==> src/rtl/mux_scan_pkg.sv <==
// ============================================================================
// Module      : mux_scan_pkg
// Description : Shared types and default constants for the mux scan sequencer.
// Revision    : 1.0 - initial release
// ============================================================================
`default_nettype none

package mux_scan_pkg;

    localparam int c_num_ch  = 31;
    localparam int c_sel_w   = 5;
    localparam int c_data_w  = 2;
    localparam int c_cnt_w   = 4;

    typedef enum logic [1:0] {
        ST_IDLE   = 2'd0,
        ST_SETTLE = 2'd1,
        ST_HOLD   = 2'd2,
        ST_DONE   = 2'd3
    } state_t;

endpackage

`default_nettype wire

==> src/rtl/mux_scan_ctrl_if.sv <==
// ============================================================================
// Module      : mux_scan_ctrl_if
// Description : Control, mux feedback and result bundle of the scan sequencer.
// Revision    : 1.0 - initial release
// ============================================================================
`default_nettype none

interface mux_scan_ctrl_if
    import mux_scan_pkg::*;
#(
    parameter int NUM_CH = c_num_ch,
    parameter int SEL_W  = c_sel_w,
    parameter int DATA_W = c_data_w
);
    logic              start;
    logic [NUM_CH-1:0] ch_mask;
    logic [SEL_W-1:0]  sel;
    logic [DATA_W-1:0] mux_out;
    logic              res_valid;
    logic              res_ready;
    logic [DATA_W-1:0] res_data;
    logic [SEL_W-1:0]  res_ch;
    logic              busy;
    logic              done;

    // master: the controlling agent (software side plus the mux itself)
    modport master (
        output start, ch_mask, mux_out, res_ready,
        input  sel, res_valid, res_data, res_ch, busy, done
    );

    modport slave (
        input  start, ch_mask, mux_out, res_ready,
        output sel, res_valid, res_data, res_ch, busy, done
    );
endinterface

`default_nettype wire

==> src/rtl/mux_scan_next_ch.sv <==
// ============================================================================
// Module      : mux_scan_next_ch
// Description : Priority finder: lowest set mask bit and next set bit above i_cur.
// Revision    : 1.0 - initial release
// ============================================================================
`default_nettype none

module mux_scan_next_ch
    import mux_scan_pkg::*;
#(
    parameter int NUM_CH = c_num_ch,
    parameter int SEL_W  = c_sel_w
) (
    input  wire logic [NUM_CH-1:0] i_mask,
    input  wire logic [SEL_W-1:0]  i_cur,
    output logic      [SEL_W-1:0]  o_next,
    output logic                   o_found,
    output logic      [SEL_W-1:0]  o_low
);

    // Walk downward so the last hit written is the lowest qualifying index.
    always_comb begin
        o_next  = '0;
        o_found = 1'b0;
        o_low   = '0;
        for (int i = NUM_CH - 1; i >= 0; i--) begin
            if (i_mask[i]) begin
                o_low = SEL_W'(i);
                if (i > int'(i_cur)) begin
                    o_next  = SEL_W'(i);
                    o_found = 1'b1;
                end
            end
        end
    end

endmodule

`default_nettype wire

==> src/rtl/mux_scan_ctrl.sv <==
// ============================================================================
// Module      : mux_scan_ctrl
// Description : Steps the mux select over enabled channels, settles, samples
//               and hands each sample out on a valid/ready result port.
//               Optional continuous scan: define MUX_SCAN_CONT_EN.
// Revision    : 1.0 - initial release
// ============================================================================
`default_nettype none

module mux_scan_ctrl
    import mux_scan_pkg::*;
#(
    parameter int NUM_CH     = c_num_ch,
    parameter int SEL_W      = c_sel_w,
    parameter int DATA_W     = c_data_w,
    parameter int SETTLE_CYC = 1
) (
    input  wire logic         clk,
    input  wire logic         reset,
    mux_scan_ctrl_if.slave    bus
);

    localparam logic [c_cnt_w-1:0] c_settle_init = c_cnt_w'(SETTLE_CYC - 1);

    state_t              r_state;
    logic [NUM_CH-1:0]   r_mask;
    logic [c_cnt_w-1:0]  r_cnt;
    logic [SEL_W-1:0]    r_sel;
    logic                r_res_valid;
    logic [DATA_W-1:0]   r_res_data;
    logic [SEL_W-1:0]    r_res_ch;
    logic                r_done;

    state_t              w_state_nx;
    logic [NUM_CH-1:0]   w_mask_nx;
    logic [c_cnt_w-1:0]  w_cnt_nx;
    logic [SEL_W-1:0]    w_sel_nx;
    logic                w_valid_nx;
    logic [DATA_W-1:0]   w_data_nx;
    logic [SEL_W-1:0]    w_ch_nx;
    logic                w_done_nx;
    logic                w_hs;

    logic [NUM_CH-1:0]   w_find_mask;
    logic [SEL_W-1:0]    w_next;
    logic                w_found;
    logic [SEL_W-1:0]    w_low;

    // In IDLE the first channel must come from the incoming mask, not the latched one.
    assign w_find_mask = (r_state == ST_IDLE) ? bus.ch_mask : r_mask;

    mux_scan_next_ch #(
        .NUM_CH (NUM_CH),
        .SEL_W  (SEL_W)
    ) u_next_ch (
        .i_mask  (w_find_mask),
        .i_cur   (r_sel),
        .o_next  (w_next),
        .o_found (w_found),
        .o_low   (w_low)
    );

    assign w_hs = r_res_valid && bus.res_ready;

`ifdef MUX_SCAN_CONT_EN
    logic r_stop;
    logic w_stop_nx;
`endif

    always_comb begin
        w_state_nx = r_state;
        w_mask_nx  = r_mask;
        w_cnt_nx   = r_cnt;
        w_sel_nx   = r_sel;
        w_valid_nx = r_res_valid;
        w_data_nx  = r_res_data;
        w_ch_nx    = r_res_ch;
        w_done_nx  = 1'b0;
`ifdef MUX_SCAN_CONT_EN
        w_stop_nx  = r_stop;
`endif
        case (r_state)
            ST_IDLE: begin
                if (bus.start) begin
                    if (|bus.ch_mask) begin
                        w_mask_nx  = bus.ch_mask;
                        w_sel_nx   = w_low;
                        w_cnt_nx   = c_settle_init;
                        w_state_nx = ST_SETTLE;
                    end else begin
                        w_state_nx = ST_DONE;
                        w_done_nx  = 1'b1;
                    end
                end
            end
            ST_SETTLE: begin
                if (r_cnt == '0) begin
                    w_data_nx  = bus.mux_out;
                    w_ch_nx    = r_sel;
                    w_valid_nx = 1'b1;
                    w_state_nx = ST_HOLD;
                end else begin
                    w_cnt_nx = r_cnt - 1'b1;
                end
            end
            ST_HOLD: begin
                if (w_hs) begin
                    w_valid_nx = 1'b0;
`ifdef MUX_SCAN_CONT_EN
                    if (r_stop || bus.start) begin
                        w_state_nx = ST_IDLE;
                    end else if (w_found) begin
                        w_sel_nx   = w_next;
                        w_cnt_nx   = c_settle_init;
                        w_state_nx = ST_SETTLE;
                    end else begin
                        // End of a pass: wrap and flag the completed pass.
                        w_sel_nx   = w_low;
                        w_cnt_nx   = c_settle_init;
                        w_state_nx = ST_SETTLE;
                        w_done_nx  = 1'b1;
                    end
`else
                    if (w_found) begin
                        w_sel_nx   = w_next;
                        w_cnt_nx   = c_settle_init;
                        w_state_nx = ST_SETTLE;
                    end else begin
                        w_state_nx = ST_DONE;
                        w_done_nx  = 1'b1;
                    end
`endif
                end
            end
            ST_DONE: begin
                w_state_nx = ST_IDLE;
            end
            default: begin
                w_state_nx = ST_IDLE;
            end
        endcase
`ifdef MUX_SCAN_CONT_EN
        if (w_state_nx == ST_IDLE) begin
            w_stop_nx = 1'b0;
        end else if (r_state != ST_IDLE && bus.start) begin
            w_stop_nx = 1'b1;
        end
`endif
    end

    always_ff @(posedge clk) begin
        if (reset) begin
            r_state     <= ST_IDLE;
            r_mask      <= '0;
            r_cnt       <= '0;
            r_sel       <= '0;
            r_res_valid <= 1'b0;
            r_res_data  <= '0;
            r_res_ch    <= '0;
            r_done      <= 1'b0;
        end else begin
            r_state     <= w_state_nx;
            r_mask      <= w_mask_nx;
            r_cnt       <= w_cnt_nx;
            r_sel       <= w_sel_nx;
            r_res_valid <= w_valid_nx;
            r_res_data  <= w_data_nx;
            r_res_ch    <= w_ch_nx;
            r_done      <= w_done_nx;
        end
    end

`ifdef MUX_SCAN_CONT_EN
    always_ff @(posedge clk) begin
        if (reset) begin
            r_stop <= 1'b0;
        end else begin
            r_stop <= w_stop_nx;
        end
    end
`endif

    assign bus.sel       = r_sel;
    assign bus.res_valid = r_res_valid;
    assign bus.res_data  = r_res_data;
    assign bus.res_ch    = r_res_ch;
    assign bus.busy      = (r_state != ST_IDLE);
    assign bus.done      = r_done;

endmodule

`default_nettype wire
==> src/flat_wrapper.sv <==
// flat-port wrapper written by rule: the top's interface ports become plain ports
module mux_scan_ctrl_flat import mux_scan_pkg::*;
#(
    parameter int NUM_CH     = c_num_ch,
    parameter int SEL_W      = c_sel_w,
    parameter int DATA_W     = c_data_w,
    parameter int SETTLE_CYC = 1
)
  (clk, reset, bus_start, bus_ch_mask, bus_mux_out, bus_res_ready, bus_sel, bus_res_valid, bus_res_data, bus_res_ch, bus_busy, bus_done);
  mux_scan_ctrl_if #(.NUM_CH(NUM_CH), .SEL_W(SEL_W), .DATA_W(DATA_W)) bus_i ();
  input  wire logic clk;
  input  wire logic reset;
  input wire logic [$bits(bus_i.start)-1:0] bus_start;
  input wire logic [$bits(bus_i.ch_mask)-1:0] bus_ch_mask;
  input wire logic [$bits(bus_i.mux_out)-1:0] bus_mux_out;
  input wire logic [$bits(bus_i.res_ready)-1:0] bus_res_ready;
  output wire logic [$bits(bus_i.sel)-1:0] bus_sel;
  output wire logic [$bits(bus_i.res_valid)-1:0] bus_res_valid;
  output wire logic [$bits(bus_i.res_data)-1:0] bus_res_data;
  output wire logic [$bits(bus_i.res_ch)-1:0] bus_res_ch;
  output wire logic [$bits(bus_i.busy)-1:0] bus_busy;
  output wire logic [$bits(bus_i.done)-1:0] bus_done;
  assign bus_i.start = bus_start;
  assign bus_i.ch_mask = bus_ch_mask;
  assign bus_i.mux_out = bus_mux_out;
  assign bus_i.res_ready = bus_res_ready;
  assign bus_sel = bus_i.sel;
  assign bus_res_valid = bus_i.res_valid;
  assign bus_res_data = bus_i.res_data;
  assign bus_res_ch = bus_i.res_ch;
  assign bus_busy = bus_i.busy;
  assign bus_done = bus_i.done;
  mux_scan_ctrl #(.NUM_CH(NUM_CH), .SEL_W(SEL_W), .DATA_W(DATA_W), .SETTLE_CYC(SETTLE_CYC)) u_core (.clk(clk), .reset(reset), .bus(bus_i));
endmodule
==> config.mk <==
export PLATFORM = sky130hd
export DESIGN_NAME = mux_scan_ctrl_flat
export DESIGN_NICKNAME = d
export VERILOG_FILES = /design/src/rtl/mux_scan_pkg.sv /design/src/rtl/mux_scan_ctrl_if.sv /design/src/rtl/mux_scan_next_ch.sv /design/src/rtl/mux_scan_ctrl.sv /design/src/flat_wrapper.sv
export SDC_FILE = /design/constraint.sdc
export NUM_CORES = 1
export LEC_CHECK = 0
export ABC_CLOCK_PERIOD_IN_PS = 3750
export CAP_MARGIN = 5
export CORE_UTILIZATION = 40
export CTS_CLUSTER_DIAMETER = 30
export CTS_CLUSTER_SIZE = 14
export DETAILED_ROUTE_END_ITERATION = 10
export HOLD_SLACK_MARGIN = 0.15
export PLACE_DENSITY = 0.69
export REMOVE_ABC_BUFFERS = 1
export SLEW_MARGIN = 20
export SYNTH_ARGS = -nofsm -noshare
export SYNTH_HDL_FRONTEND = slang
export SYNTH_HIERARCHICAL = 1
export SYNTH_SLANG_ARGS = --single-unit
==> constraint.sdc <==
create_clock -name clk -period 3.75 [get_ports clk]
set_clock_uncertainty 0.15 [all_clocks]
set_input_delay 0.75 -clock clk [delete_from_list [all_inputs] [get_ports clk]]
set_output_delay 0.75 -clock clk [all_outputs]
set_load 0.05 [all_outputs]
==> results.tsv <==
metric	value	unit
cp_max_fo	33	
timing.final.crit_share	91.3	%
crit_path_end_kind	register	
cts_setup_buffers	0	
hold_viol	0	
antenna_found_initial	0	
final_core_util	48.6	%
drt-total-wl	12300	µm
nets	625	
cts_inserted_buffers	5	
synth_seq_cells	51	
syn_area	0.00429	mm²
crit_buf_inv	2	
vdd_drop_max	194	µV
grt_pass1_vias	4060	
cap_violations	0	
core_area	0.0104	mm²
power_frac_comb	46.4	%
critical_path.reg2reg.startpoint	u_core/r_state[1]	
crit_chain	nor2_2, buf_12, mux2_2, nand2b_1, a21o_1, a21oi_1, o21ai_0, and3b_1, nand3b_1, buf_4, a2bb2oi_1, a2111oi_0, a211oi_1	
min_path_cells	2	
synthArstFlopShare	0	%
portBuffers	51	
synth_area_leaders	dfxtp_1, nand2b_1, mux2_2, mux2i_1, a21oi_1	
hold_start	u_core/bus.res_ch[2]	
p_switching	771	µW
synth_edf_count	0	
place_congestion	0.920	
post-dp-hpwl	8980	µm
gr-total-overflow	0	
fin_setup_tns	0	ps
cts_resized	0	
min_path_type	reg2reg	
outcome	finished, final reports clean	
regToRegSetupSlack	330	ps
slowest_stage	dfxtp_1	
die_w	106	µm
synth_top_area_share	23.8	%
insertion_delay	320	ps
wire_per_inst	17.0	µm
cts_sinks	51	
ant_nets	0	
num_vias	4252	
num_io_pins	52	
critPathLaunchType	register	
grt_usage	22.2	%
avgSynthCellArea	7.89	µm²
clock_path_buffers	2	
initial_core_util	41.3	%
power_frac_seq	33.0	%
p_leak	0.00176	µW
yosysUniqueCellTypes	68	
p_per_area	386	mW/mm²
drtIter0Drc	343	
synth_top_area_cell	dfxtp_1	
rsz0062_at_grt	no	
drt_pass1_iterations	5	
cts_tree	yes	
layout-drive-gt1-share	13.4	%
fp.dieArea	0.0111	mm²
max_stage_delay	430	ps
synth.most_common_cell	nand2b_1	
area_delta_synth_final	17.6	%
period_minus_slack	3420	ps
reg2reg_to	u_core/r_cnt[3]	
pwr-share-clk	20.6	%
synth_common_cells	nand2b_1, dfxtp_1, a21oi_1, nand2_1, mux2i_1	
required	3840	ps
syn_inst	543	
drcViolationCount	0	
vias_per_cell	5.87	
setup_violations	0	
yosysSeqAreaShare	23.8	%
maxSlewViolCount	0	
critPathArrivalTime	3510	ps
crit_family	compound AO/OA/AOI/OAI gates	
die_h	106	µm
cts_hold_buf	0	
ys_warn_count	6	
synth_ff_type	dfxtp_1	
root_buffer	clkbuf_8	
rows	37	
rr_worst_depth	13	
p_int	1170	µW
grt_pass1_wl	20000	µm
cts_htree_levels	2	
fin_hold_ws	317	ps
path_class	reg2reg	
clkTransAtPathRegs	100	ps
hold-path-endpoint	u_core/bus.res_ch[2]	
fmax	0.292	GHz
worstMarginPinSlew	823	ps
grt_max_degree	51	
relSlewSlack	45.0	%
sw_frac_of_total	39.6	%
diodes	0	
-- cells in the final DEF (no fill, tap or decap), types with 22 or more instances in the layout --
master and count:
a21oi_1 38, inv_1 22, mux2_2 31, nor2_1 31
clkdlybuf4s50_1 50, nand2b_1 69, nand2_1 35, mux2i_1 32
dfxtp_1 51, o21ai_0 27
-- area by class of cell --
cell class | instances | area [µm²]
Fill cell | 984 | 5330
Multi-Input combinational cell | 437 | 3000
Sequential cell | 51 | 1020
Timing Repair Buffer | 68 | 646
Tap cell | 136 | 170
Inverter | 24 | 90.1
Clock buffer | 5 | 68.8
Clock inverter | 3 | 43.8
-- power groups by stage --
| stage | logic (µW) | registers (µW) | clock network (µW) |
|---|---|---|---|
| CTS | 890 | 641 | 413 |
| global route | 980 | 650 | 427 |
| detailed placement | 885 | 653 | 0 |
| finish | 903 | 642 | 401 |
| global placement | 874 | 652 | 0 |
| floorplan | 574 | 679 | 0 |
-- worst max path at each step --
| stage | endpoint | slack [ps] | start | depth (start not counted) |
|---|---|---|---|---|
| after global routing | u_core/r_cnt[3] | 120 | u_core/r_state[1] | 13 |
| after CTS | u_core/r_cnt[3] | 350 | u_core/r_state[1] | 13 |
| after floorplan | u_core/r_cnt[3] | 40 | u_core/r_state[0] | 11 |
| after global placement | u_core/r_cnt[3] | 180 | bus_ch_mask[26] | 12 |
| after detailed placement | u_core/r_cnt[3] | 100 | bus_ch_mask[26] | 12 |
| final | u_core/r_cnt[3] | 330 | u_core/r_state[1] | 13 |
-- worst reg2reg max path, cell delays in order (launching register included) --
cell       delay (ps)
dfxtp_1           430
nor2_2            200
buf_12            230
mux2_2            410
nand2b_1          150
a21o_1            200
a21oi_1           180
o21ai_0           200
and3b_1           280
nand3b_1           80
buf_4             180
a2bb2oi_1         290
a2111oi_0         110
a211oi_1          250
-- cell families after synthesis --
logic type / count (synthesis) / share of synthesized area, %
compound gates: 141 / 22.0
fa+ha+maj: 2 / 0.525
buf+inv: 55 / 6.36
flops: 51 / 23.8
mux: 63 / 15.6
simple gates: 231 / 31.6
-- sequential cells by signal, indices dropped and copies added (netlist names) --
signal / cells
u_core/bus.done: 1
u_core/bus.res_ch: 5
u_core/bus.res_data: 2
u_core/bus.res_valid: 1
u_core/bus.sel: 5
u_core/r_cnt: 4
u_core/r_mask: 31
u_core/r_state: 2
-- metal layers --
metal  routed length, µm  vias up  part of all wire, %  track usage, %
met3                 696       22                  5.7            2.97
met4                 332        0                  2.7            9.62
met1                5470     1998                   45            28.7
met2                5790      157                   47            36.9
li1                    -     2075                    -               -
met5                   0        -                    0               0
-- metrics by stage --
step           cells  total power (µW)  instance area [µm²]  worst slack [ps]
3_5_place_dp     716              1540                 4930              96.9
5_1_grt          724              2060                 5040               119
2_1_floorplan    512              1250                 4100              43.8
6_report         724              1950                 5040               325
3_3_place_gp     716              1530                 4930               176
4_1_cts          724              1940                 5040               354
Note: power is estimated with default switching activity, not from simulation.
